### config.mk
export PLATFORM = sky130hd
export DESIGN_NAME = pipe_ctrl
export DESIGN_NICKNAME = d
export VERILOG_FILES = /design/src/rtl/cpu_pkg.sv /design/src/rtl/md_timer.sv /design/src/rtl/pipe_ctrl.sv
export SDC_FILE = /design/constraint.sdc
export NUM_CORES = 1
export LEC_CHECK = 0
export ABC_AREA = 1
export BUFFER_PORTS_ARGS = -buffer_cell sky130_fd_sc_hd__buf_2
export CAP_MARGIN = 20
export CORE_MARGIN = 2
export CORE_UTILIZATION = 42
export CTS_BUF_LIST = sky130_fd_sc_hd__clkbuf_4
export CTS_CLUSTER_SIZE = 30
export DETAILED_ROUTE_END_ITERATION = 10
export MAX_ROUTING_LAYER = met4
export PLACE_DENSITY_LB_ADDON = 0.12
export SYNTH_ARGS = -nofsm -noshare
export SYNTH_HDL_FRONTEND = slang
export SYNTH_SLANG_ARGS = --single-unit
### constraint.sdc
create_clock -name clk -period 1.2 [get_ports clk]
set_input_delay 0.12 -clock clk [delete_from_list [all_inputs] [get_ports clk]]
set_output_delay 0.12 -clock clk [all_outputs]
set_load 0.1 [all_outputs]
### src/rtl/cpu_pkg.sv
// Shared definitions for the five-stage CPU: exception vector, hazard encodings,
// pipeline-controller state encoding and default multiply/divide latencies.
package cpu_pkg;

    localparam logic [31:0] EXC_VECTOR      = 32'h0000_4180;
    localparam logic [1:0]  TUSE_NONE       = 2'd3;
    localparam int unsigned MD_MULT_CYCLES  = 5;
    localparam int unsigned MD_DIV_CYCLES   = 10;

    typedef enum logic [1:0] {
        RUN   = 2'd0,
        ENTRY = 2'd1,
        RET   = 2'd2
    } ctrl_state_t;

    // A producer in flight still owes its result after the consumer needs it.
    function automatic logic raw_hazard(input logic [4:0] src,
                                        input logic [1:0] tuse,
                                        input logic [4:0] dst,
                                        input logic [1:0] tnew);
        return (src != 5'd0) && (src == dst) && (tuse < tnew);
    endfunction

endpackage

### src/rtl/md_timer.sv
// Multiply/divide busy timer: a 4-bit down-counter loaded on an MD start.
module md_timer
    import cpu_pkg::*;
#(
    parameter int unsigned MULT_CYCLES = MD_MULT_CYCLES,
    parameter int unsigned DIV_CYCLES  = MD_DIV_CYCLES
) (
    input  logic clk,
    input  logic reset,
    input  logic start,
    input  logic div,
    input  logic kill,
    output logic busy
);

    logic [3:0] cnt_q, cnt_d;

    // A start being flushed is dropped; a running count keeps going.
    always_comb begin
        cnt_d = cnt_q;
        if (start && !kill) begin
            cnt_d = div ? 4'(DIV_CYCLES) : 4'(MULT_CYCLES);
        end else if (cnt_q != 4'd0) begin
            cnt_d = cnt_q - 4'd1;
        end
    end

    always_ff @(posedge clk or posedge reset) begin
        if (reset) begin
            cnt_q <= 4'd0;
        end else begin
            cnt_q <= cnt_d;
        end
    end

    assign busy = (cnt_q != 4'd0);

endmodule

### src/rtl/pipe_ctrl.sv
// Central pipeline controller: RAW/MD stall generation, exception entry request
// and eret flush sequencing.
module pipe_ctrl
    import cpu_pkg::*;
#(
    parameter int unsigned MULT_CYCLES = MD_MULT_CYCLES,
    parameter int unsigned DIV_CYCLES  = MD_DIV_CYCLES
) (
    input  logic       clk,
    input  logic       reset,
    input  logic [4:0] D_rs,
    input  logic [4:0] D_rt,
    input  logic [1:0] D_Tuse_rs,
    input  logic [1:0] D_Tuse_rt,
    input  logic [4:0] E_RegAddr,
    input  logic [4:0] M_RegAddr,
    input  logic [1:0] E_Tnew,
    input  logic [1:0] M_Tnew,
    input  logic       D_isMD,
    input  logic       E_mdStart,
    input  logic       E_mdDiv,
    input  logic [4:0] M_excCode,
    input  logic       int_pend,
    input  logic       M_eret,
    output logic       stall,
    output logic       req,
    output logic       eret_flush,
    output logic       md_busy
);

    ctrl_state_t state_q, state_d;
    logic        busy;
    logic        req_raw;
    logic        eret_raw;
    logic        stall_rs, stall_rt, stall_md;
    logic        exc;

    md_timer #(
        .MULT_CYCLES (MULT_CYCLES),
        .DIV_CYCLES  (DIV_CYCLES)
    ) u_md_timer (
        .clk   (clk),
        .reset (reset),
        .start (E_mdStart),
        .div   (E_mdDiv),
        .kill  (req_raw),
        .busy  (busy)
    );

    always_comb begin
        stall_rs = raw_hazard(D_rs, D_Tuse_rs, E_RegAddr, E_Tnew)
                 | raw_hazard(D_rs, D_Tuse_rs, M_RegAddr, M_Tnew);
        stall_rt = raw_hazard(D_rt, D_Tuse_rt, E_RegAddr, E_Tnew)
                 | raw_hazard(D_rt, D_Tuse_rt, M_RegAddr, M_Tnew);
        stall_md = D_isMD & (busy | E_mdStart);
        exc      = (M_excCode != 5'd0) | int_pend;
    end

    // Interrupt/exception beats a simultaneous eret; ENTRY and RET are single
    // bubble cycles in which neither redirect is re-issued.
    always_comb begin
        state_d  = state_q;
        req_raw  = 1'b0;
        eret_raw = 1'b0;
        unique case (state_q)
            RUN: begin
                if (exc) begin
                    req_raw = 1'b1;
                    state_d = ENTRY;
                end else if (M_eret) begin
                    eret_raw = 1'b1;
                    state_d  = RET;
                end
            end
            ENTRY:   state_d = RUN;
            RET:     state_d = RUN;
            default: state_d = RUN;
        endcase
    end

    always_ff @(posedge clk or posedge reset) begin
        if (reset) begin
            state_q <= RUN;
        end else begin
            state_q <= state_d;
        end
    end

    always_comb begin
        req        = req_raw & ~reset;
        eret_flush = eret_raw & ~reset;
        stall      = (stall_rs | stall_rt | stall_md) & ~req_raw & ~reset;
        md_busy    = busy & ~reset;
    end

endmodule
==> results of run 1 <==
==> where the power goes <==
part | switching, uW | internal, uW
combinational | 669 | 619
sequential | 42.6 | 281
clock | 69.5 | 113
==> stage by stage <==
stage / hold slack (ns) / power, uW
after floorplan: -0.0890 / 933
after global placement: 0.138 / 1280
after detailed placement: 0.149 / 1320
after CTS: 0.184 / 1730
after global routing: 0.182 / 1950
final: 0.181 / 1790
==> sequential cells by signal, summed over array words and instances, names as in the netlist <==
name	flops
u_md_timer.cnt_q	4
state_q	2
==> cell families after synthesis <==
kind of cell / Yosys count / share of synthesized area [%]
compound gates: 17 / 11.9
xor+xnor: 5 / 4.97
simple gates: 83 / 40.5
fa+ha+maj: 6 / 8.52
flops: 6 / 17.0
buf+inv: 40 / 17.0
==> area by class of cell <==
cell class              instances  area [um^2]
fillers                       163          473
well taps                      27         33.8
clock buffers                   3         22.5
inverters                      40          159
repair buffers                 59          409
multi-input cells             111          714
flip-flops and latches          6          150
==> final timing paths <==
kind,from,depth (start not counted),endpoint,slack [ns]
setup / recovery,u_md_timer.cnt_q[1],8,stall,-0.36
hold / removal,M_eret,3,state_q[1],0.18
setup reg to reg,u_md_timer.cnt_q[1],11,u_md_timer.cnt_q[1],-0.22
hold reg to reg,state_q[1],3,state_q[1],0.55
max in group asynchronous,reset,3,u_md_timer.cnt_q[3],0.55
min in group asynchronous,reset,3,state_q[1],0.44
==> layout by cell type (no fill, tap or decap) <==
cell,n
o21ai_0,4
dfrtp_1,6
a21boi_1,1
nand2_2,3
inv_6,1
buf_12,4
nor3_1,4
buf_6,3
ha_1,3
nand3_4,2
buf_4,12
xor2_1,4
xnor2_2,1
nand3_1,10
clkinvlp_4,1
o31ai_4,1
a21boi_0,3
or2_4,1
nand2_4,1
buf_2,39
o21ai_2,2
nor4_4,1
dlygate4sd3_1,1
o21ai_1,3
nand2_1,41
nor2_1,15
nand3_2,2
inv_1,32
ha_4,3
nor2_2,1
nor2_4,2
o21bai_1,3
inv_2,6
clkbuf_4,3
==> routing by layer <==
layer  up-vias  routed length [um]  global-route usage, %  share of wire, %
li1        601                   -                      -                 -
met1       525                1060                   26.3                40
met2        44                1350                   42.4                52
met3         2                 185                   6.06               7.1
met4         0                  21                   7.87              0.80
met5         -                   0                      -                 0
==> what timing repair did <==
item,CTS,global route
endpoints found under the hold margin,6,0
setup endpoints to repair,6,8
hold buffers,1,0
pin swaps,8,8
setup buffers,4,2
gates resized for setup,19,8
==> tightest hold or removal path, stage by stage <==
cell and delay, ns:
buf_2 0.09, inv_1 0.10, nor3_1 0.07
==> flow_summary.json, run 1 <==
{
  "dpl-instance-area_um2": 1330,
  "path_class": "flip-flop to output pin",
  "routed-via-count": 1172,
  "yosys.area.top_type_share_pct": 18.8,
  "worst_ep_required_time_ns": 1.08,
  "syn_inst": 157,
  "maxSlewViolCount": 0,
  "avgSynthCellArea_um2": 5.61,
  "grt_pass1_vias": 1085,
  "yosys_warnings": 0,
  "async_reset_ff_share_pct": 100,
  "die_w_um": 49.8,
  "nets": 267,
  "place_inst": 238,
  "antenna_found_initial": 0,
  "cellPowerDensity_nw_per_um2": 1200,
  "crit_chain": "inv_2 -> ha_4 -> nand3_4 -> o21ai_2 -> nand3_2 -> nand2_2 -> clkinvlp_4 -> buf_12",
  "cts_buffer_depth": 2,
  "htreeDepth": 1,
  "synthTopCellsByArea": "nand2_1, dfrtp_1, inv_1, ha_1, nor2_1",
  "crit_family": "flip-flops",
  "worst_slew_pin_slew_ns": 0.278,
  "drt-initial-drc-count": 17,
  "clkLatencyLatePin_ns": 0.24,
  "dp_hpwl_mm": 2.12,
  "fin_util_pct": 75.9,
  "worst_slack_ns": -0.358,
  "cpMaxStageDelayCell": "dfrtp_1",
  "grt_pass1_wl_mm": 4.44,
  "grt_max_degree": 7,
  "gp_congestion": 0.892,
  "startpoint_type": "flip-flop",
  "diodes": 0,
  "violations": "negative setup slack",
  "fmax_mhz": 642,
  "cpPeakStageDelay_ns": 0.39,
  "hold_viol": 0,
  "cp_data_arrival_time_ns": 1.44,
  "ir_worst_vdd_uv": 1460,
  "yosys.area.top_type": "nand2_1",
  "synth-edff-count": 0,
  "fin_area_um2": 1490,
  "finalSetupViolCount": 8,
  "drtAntennaViolNets": 0,
  "cts_made_buffers": 3,
  "routed_wl_mm": 2.61,
  "cts.sinks": 6,
  "yosys.cell_count.top_type": "nand2_1",
  "ys_seq_area_share_pct": 17.0,
  "outcome": "complete, but fails checks",
  "gr-usage-all-layers_pct": 24.1,
  "period_minus_slack_ns": 1.56,
  "syn_nets": 203,
  "clkTransAtPathRegs_ns": 0.05,
  "post-place-ws_ns": -0.332,
  "avgRoutedWirePerCell_um": 10.6,
  "cts_tree": "yes",
  "die-area_um2": 2480,
  "drv_cap": 0,
  "syn_area_um2": 881,
  "crit_fanout": 2,
  "first_pass_iters": 4,
  "ys_types": 19,
  "p_leak_uw": 0.000855,
  "hp-class": "primary input to flip-flop",
  "core_um2": 1960,
  "io_pins": 44,
  "area_delta_synth_final_pct": 69.0,
  "rsz0062_at_grt": "yes",
  "die_h_um": 49.8,
  "start_util_pct": 44.9,
  "overflow": 0,
  "setup_tns_ns": -1.55,
  "maxSlewHeadroom_pct": 81.3,
  "rows": 16,
  "end_kind": "output pin",
  "timing.final.crit_share_pct": 130,
  "synth_seq_cells": 6,
  "drc_errors": 0,
  "layout-drive-gt1-share_pct": 40.6,
  "instances_no_fill": 246,
  "io_buffer_count": 43,
  "via_per_inst": 4.76,
  "netlist_top_cells_count": "nand2_1, inv_1, nor2_1",
  "finClkSkew_ns": 0.00603,
  "critPathBufInv": 3,
  "root_buffer": "clkbuf_4",
  "synth_ff_type": "dfrtp_1"
}
(Power assumes the default switching activity.)
==> inputs of run 2 (changes only) <==
Settings changed: ABC_AREA 1 to unset, CORE_UTILIZATION 42 to 40, GPL_TIMING_DRIVEN set to 0.
==> flow_summary.json, run 2 <==
{
  "routed_wl_mm": 2.15,
  "hold_viol": 0,
  "rsz0062_at_grt": "yes",
  "cts_buffer_depth": 2,
  "regArea_um2": 153,
  "clkTransAtPathRegs_ns": 0.05,
  "root_buffer": "clkbuf_4",
  "synth_compound_area_share_pct": 17.3,
  "drv_cap": 0,
  "yosys.area.top_type": "dfrtp_1",
  "start_util_pct": 42.3,
  "area_delta_synth_final_pct": 83.9,
  "p_leak_uw": 0.000563,
  "holdWs_ns": 0.0994,
  "nets": 184,
  "final_cell_mix": "buf_2, xnor2_1, nor2_1, xor2_1",
  "maxSlewViolCount": 0,
  "multi_input_area_um2": 742,
  "final_common_cell": "buf_2",
  "fillCellCount": 125,
  "synth_simple_gate_area_share_pct": 21.2,
  "async_reset_ff_share_pct": 100,
  "ys_seq_area_share_pct": 20.5,
  "die-area_um2": 2180,
  "syn_area_um2": 731,
  "synth_adder_area_share_pct": 10.3,
  "syn_nets": 129,
  "avgSynthCellArea_um2": 8.80,
  "finClkSkew_ns": 0.00288,
  "crit_fanout": 2,
  "outcome": "complete, but fails checks",
  "synth_top_family_by_area": "XOR/XNOR gates",
  "worst_slew_pin_slew_ns": 0.303,
  "avgRoutedWirePerCell_um": 13.4,
  "dp_hpwl_mm": 1.68,
  "clkLatencyLatePin_ns": 0.26,
  "cellPowerDensity_nw_per_um2": 1280,
  "place_inst": 151,
  "ys_types": 25,
  "yosys.cell_count.top_type": "xnor2_1",
  "cp_data_arrival_time_ns": 1.57,
  "cts_tree": "yes",
  "synthTopCellsByArea": "dfrtp_1, xnor2_1, ha_1, xor2_1, a2111oi_4",
  "grt_max_degree": 7,
  "maxSlewHeadroom_pct": 79.8,
  "overflow": 0,
  "timing.final.crit_share_pct": 141,
  "instances_no_fill": 161,
  "startpoint_type": "primary input",
  "ir_worst_vdd_uv": 710,
  "end_kind": "output pin",
  "core_um2": 1730,
  "cts_made_buffers": 3,
  "violations": "negative setup slack",
  "hp-class": "primary input to flip-flop",
  "largestRegisters": "u_md_timer.cnt_q: 4 flops, state_q: 2 flops",
  "synth_seq_cells": 6,
  "drc_errors": 0,
  "cpPeakStageDelay_ns": 0.31,
  "yosys.area.top_type_share_pct": 20.5,
  "worst_slack_ns": -0.494,
  "gp_congestion": 0.754,
  "htreeDepth": 1,
  "grt_pass1_wl_mm": 3.35,
  "yosys_warnings": 0,
  "io_pins": 44,
  "antenna_found_initial": 0,
  "via_per_inst": 5.06,
  "layout-drive-gt1-share_pct": 60.3,
  "r2r_setup_slack_ns": -0.21,
  "path_class": "primary input to output pin",
  "synthXorXnorAreaFrac_pct": 27.6,
  "worst_ep_required_time_ns": 1.08,
  "cpMaxStageDelayCell": "a2111oi_4",
  "die_w_um": 46.7,
  "drt-initial-drc-count": 5,
  "synth_ff_type": "dfrtp_1",
  "io_buffer_count": 43,
  "cts.sinks": 6,
  "first_pass_iters": 3,
  "die_h_um": 46.7,
  "synth_mux_area_share_pct": 0,
  "largest_reg_flops": 4,
  "rows": 15,
  "finalSetupViolCount": 8,
  "crit_chain": "buf_6 -> inv_2 -> ha_4 -> a2111oi_4 -> nand4_1 -> o2bb2ai_2 -> a311oi_4 -> buf_12",
  "routed-via-count": 814,
  "drtAntennaViolNets": 0,
  "diodes": 0,
  "grt_pass1_vias": 814,
  "fmax_mhz": 590,
  "gr-usage-all-layers_pct": 22.3,
  "syn_inst": 83,
  "top_register": "u_md_timer.cnt_q",
  "period_minus_slack_ns": 1.69,
  "synth-edff-count": 0
}
==> run 2: changes by cell type after synthesis, moves of 5 or more <==
cell / change
o21ai_0: -5
inv_1: -34
nand2_1: -40
nor2_1: -11
xnor2_1: +16
nand3_1: -11
==> run 2: final cells by class <==
type / count / area share [%]
multi-input cells: 71 / 55.2
repair buffers: 50 / 26.8
flip-flops and latches: 6 / 11.4
inverters: 6 / 2.61
well taps: 25 / 2.33
clock buffers: 3 / 1.68
==> run 2: worst paths after layout <==
path	from	to	cells after the start
max	M_Tnew[1]	stall	8
min	E_mdDiv	u_md_timer.cnt_q[0]	2
max reg2reg	state_q[1]	u_md_timer.cnt_q[2]	6
min reg2reg	state_q[0]	state_q[1]	1
max in group asynchronous	reset	state_q[0]	3
min in group asynchronous	reset	state_q[1]	3
==> run 2: timing repair <==
action | 4_1_cts | 5_1_grt
pin swaps | 5 | 7
setup buffers | 6 | 1
resized for setup | 28 | 17
endpoints found under the hold margin | 6 | 0
setup endpoints to repair | 8 | 8
hold buffers | 1 | 0
==> run 2: logic make-up (layout without fill, tap and decap cells) <==
kind of cell | Yosys count | in the layout
buffers and inverters | 6 | 59
DFF | 6 | 6
AOI/OAI and AO/OA | 14 | 14
and+or+nand+nor | 28 | 28
adders and majority gates | 6 | 6
xor gates and xnor gates | 23 | 23
==> run 2: critical path, delay by kind of cell <==
kind / cells / cell delay, ns
AOI/OAI and AO/OA: 3 / 0.72
buffers and inverters: 3 / 0.37
adders and majority gates: 1 / 0.20
and+or+nand+nor: 1 / 0.16
==> run 2: per-stage QoR <==
step	power [uW]	instance area (um^2)	setup slack [ns]	TNS, ns	utilization, %
CTS	1620	1270	-0.545	-1.75	73.7
detailed placement	1180	1100	-0.817	-2.09	63.6
floorplan	972	852	-0.776	-1.00	-
global route	1820	1340	-0.535	-2.25	77.8
global placement	1150	1100	-0.777	-1.85	63.6
finish	1720	1340	-0.494	-1.89	77.8
==> run 2: power by group <==
| part | total, uW | switching (uW) | internal [uW] |
|---|---|---|---|
| combinational | 1170 | 590 | 577 |
| sequential | 352 | 67.1 | 285 |
| clock | 199 | 84.8 | 114 |
==> run 2: routing by layer <==
layer | vias up | part of all wire [%] | GRT usage, %
li1 | 399 | - | -
met1 | 382 | 41 | 25.1
met2 | 28 | 53 | 40.6
met3 | 5 | 4.1 | 2.31
met4 | 0 | 2.0 | 8.33
met5 | - | 0 | -
==> inputs of run 3 (changes only) <==
==> constraint.sdc (replaced) <==
create_clock -name clk -period 1.2 [get_ports clk]
set_input_delay 0.06 -clock clk [delete_from_list [all_inputs] [get_ports clk]]
set_output_delay 0.06 -clock clk [all_outputs]
set_load 0.1 [all_outputs]
==> flow_summary.json, run 3 (synthesized netlist as in run 2, its figures left out) <==
{
  "rows": 15,
  "end_kind": "output pin",
  "violations": "negative setup slack",
  "grt_max_degree": 7,
  "gp_congestion": 0.863,
  "seqPwrFrac_pct": 20.4,
  "p_leak_uw": 0.000586,
  "area_delta_synth_final_pct": 90.9,
  "die_w_um": 46.7,
  "cts.sinks": 6,
  "timing.final.crit_share_pct": 132,
  "ir_worst_vdd_uv": 1350,
  "p_clk_share_pct": 9.7,
  "drtAntennaViolNets": 0,
  "maxSlewViolCount": 0,
  "pwr-share-comb_pct": 69.9,
  "routed-via-count": 825,
  "die_h_um": 46.7,
  "largestRegisters": "u_md_timer.cnt_q: 4 flops, state_q: 2 flops",
  "overflow": 0,
  "hold_viol": 0,
  "power_switching_uw": 805,
  "worst_slack_ns": -0.388,
  "hp-class": "primary input to flip-flop",
  "drc_errors": 0,
  "fin_area_um2": 1400,
  "clkTransAtPathRegs_ns": 0.05,
  "crit_fanout": 2,
  "startpoint_type": "primary input",
  "final_cell_mix": "buf_2, xnor2_1, xor2_1, dfrtp_1, buf_4",
  "dp_hpwl_mm": 1.59,
  "diodes": 0,
  "r2r_setup_slack_ns": -0.12,
  "post-place-ws_ns": -0.680,
  "clkLatencyLatePin_ns": 0.23,
  "grt_pass1_wl_mm": 3.15,
  "finalPower_uw": 1860,
  "layout-drive-gt1-share_pct": 61.3,
  "avgRoutedWirePerCell_um": 13.3,
  "root_buffer": "clkbuf_4",
  "period_minus_slack_ns": 1.59,
  "p_int_uw": 1050,
  "switching_share_pct": 43.4,
  "core_um2": 1730,
  "cts_made_buffers": 3,
  "first_pass_iters": 4,
  "dpl-instance-area_um2": 1090,
  "cts_buffer_depth": 2,
  "via_per_inst": 5.09,
  "io_pins": 44,
  "outcome": "complete, but fails checks",
  "largest_reg_flops": 4,
  "grt_pass1_vias": 780,
  "htreeDepth": 1,
  "gr-usage-all-layers_pct": 20.6,
  "fmax_mhz": 630,
  "maxSlewHeadroom_pct": 79.6,
  "die-area_um2": 2180,
  "antenna_found_initial": 0,
  "cellPowerDensity_nw_per_um2": 1330,
  "worst_ep_required_time_ns": 1.14,
  "worst_slew_pin_slew_ns": 0.306,
  "nets": 185,
  "drv_cap": 0,
  "cp_data_arrival_time_ns": 1.53,
  "drt-initial-drc-count": 7,
  "path_class": "primary input to output pin",
  "routed_wl_mm": 2.16,
  "finClkSkew_ns": 0.000387,
  "final_common_cell": "buf_2",
  "io_buffer_count": 43,
  "fin_util_pct": 80.8,
  "cts_tree": "yes",
  "finalSetupViolCount": 8,
  "top_register": "u_md_timer.cnt_q",
  "start_util_pct": 42.3,
  "rsz0062_at_grt": "yes"
}
==> run 3: final timing paths <==
check / from / endpoint / cells after the start
setup / recovery: D_Tuse_rt[1] / stall / 6
hold / removal: E_mdDiv / u_md_timer.cnt_q[0] / 2
setup reg to reg: state_q[1] / u_md_timer.cnt_q[3] / 5
hold reg to reg: u_md_timer.cnt_q[3] / u_md_timer.cnt_q[3] / 2
max in group asynchronous: reset / state_q[0] / 3
min in group asynchronous: reset / u_md_timer.cnt_q[0] / 3
==> run 3: cell type report <==
type | instances | area [um^2]
Fill cell | 120 | 332
Inverter | 6 | 37.5
Multi-Input combinational cell | 71 | 786
Sequential cell | 6 | 150
Tap cell | 25 | 31.3
Timing Repair Buffer | 51 | 368
Clock buffer | 3 | 22.5
==> run 3: power by group through the flow <==
stage | sequential, uW | combinational (uW) | clock (uW)
floorplan | 337 | 634 | 0
global placement | 357 | 804 | 0
detailed placement | 362 | 817 | 0
CTS | 355 | 1110 | 183
global route | 385 | 1410 | 204
finish | 378 | 1300 | 180
==> run 3: what timing repair did <==
item                       in CTS  in global routing
buffers inserted                6                  1
resized for setup              36                 15
setup endpoints to repair       8                  8
pin swaps                      10                 12
hold endpoints to repair        6                  0
hold buffers                    1                  0
==> run 3: metal layers <==
metal	global-route usage (%)	wire length (um)	vias up
met2	36.4	1150	30
met4	2.78	0	0
met5	-	0	-
li1	-	-	405
met1	26.1	910	390
met3	2.31	100	0
==> run 3: stage by stage <==
stage | instances | hold slack [ns] | setup TNS, ns
final | 162 | 0.0501 | -1.21
after global routing | 162 | 0.0364 | -1.60
after global placement | 151 | 0.0540 | -1.64
after floorplan | 83 | -0.132 | -0.739
after CTS | 161 | 0.0370 | -1.10
after detailed placement | 151 | 0.0663 | -1.79
==> run 3: critical path, stage by stage <==
cell	delay, ns
buf_2	0.12
ha_4	0.24
a2111oi_4	0.37
o22ai_2	0.16
a311oi_4	0.36
buf_12	0.22
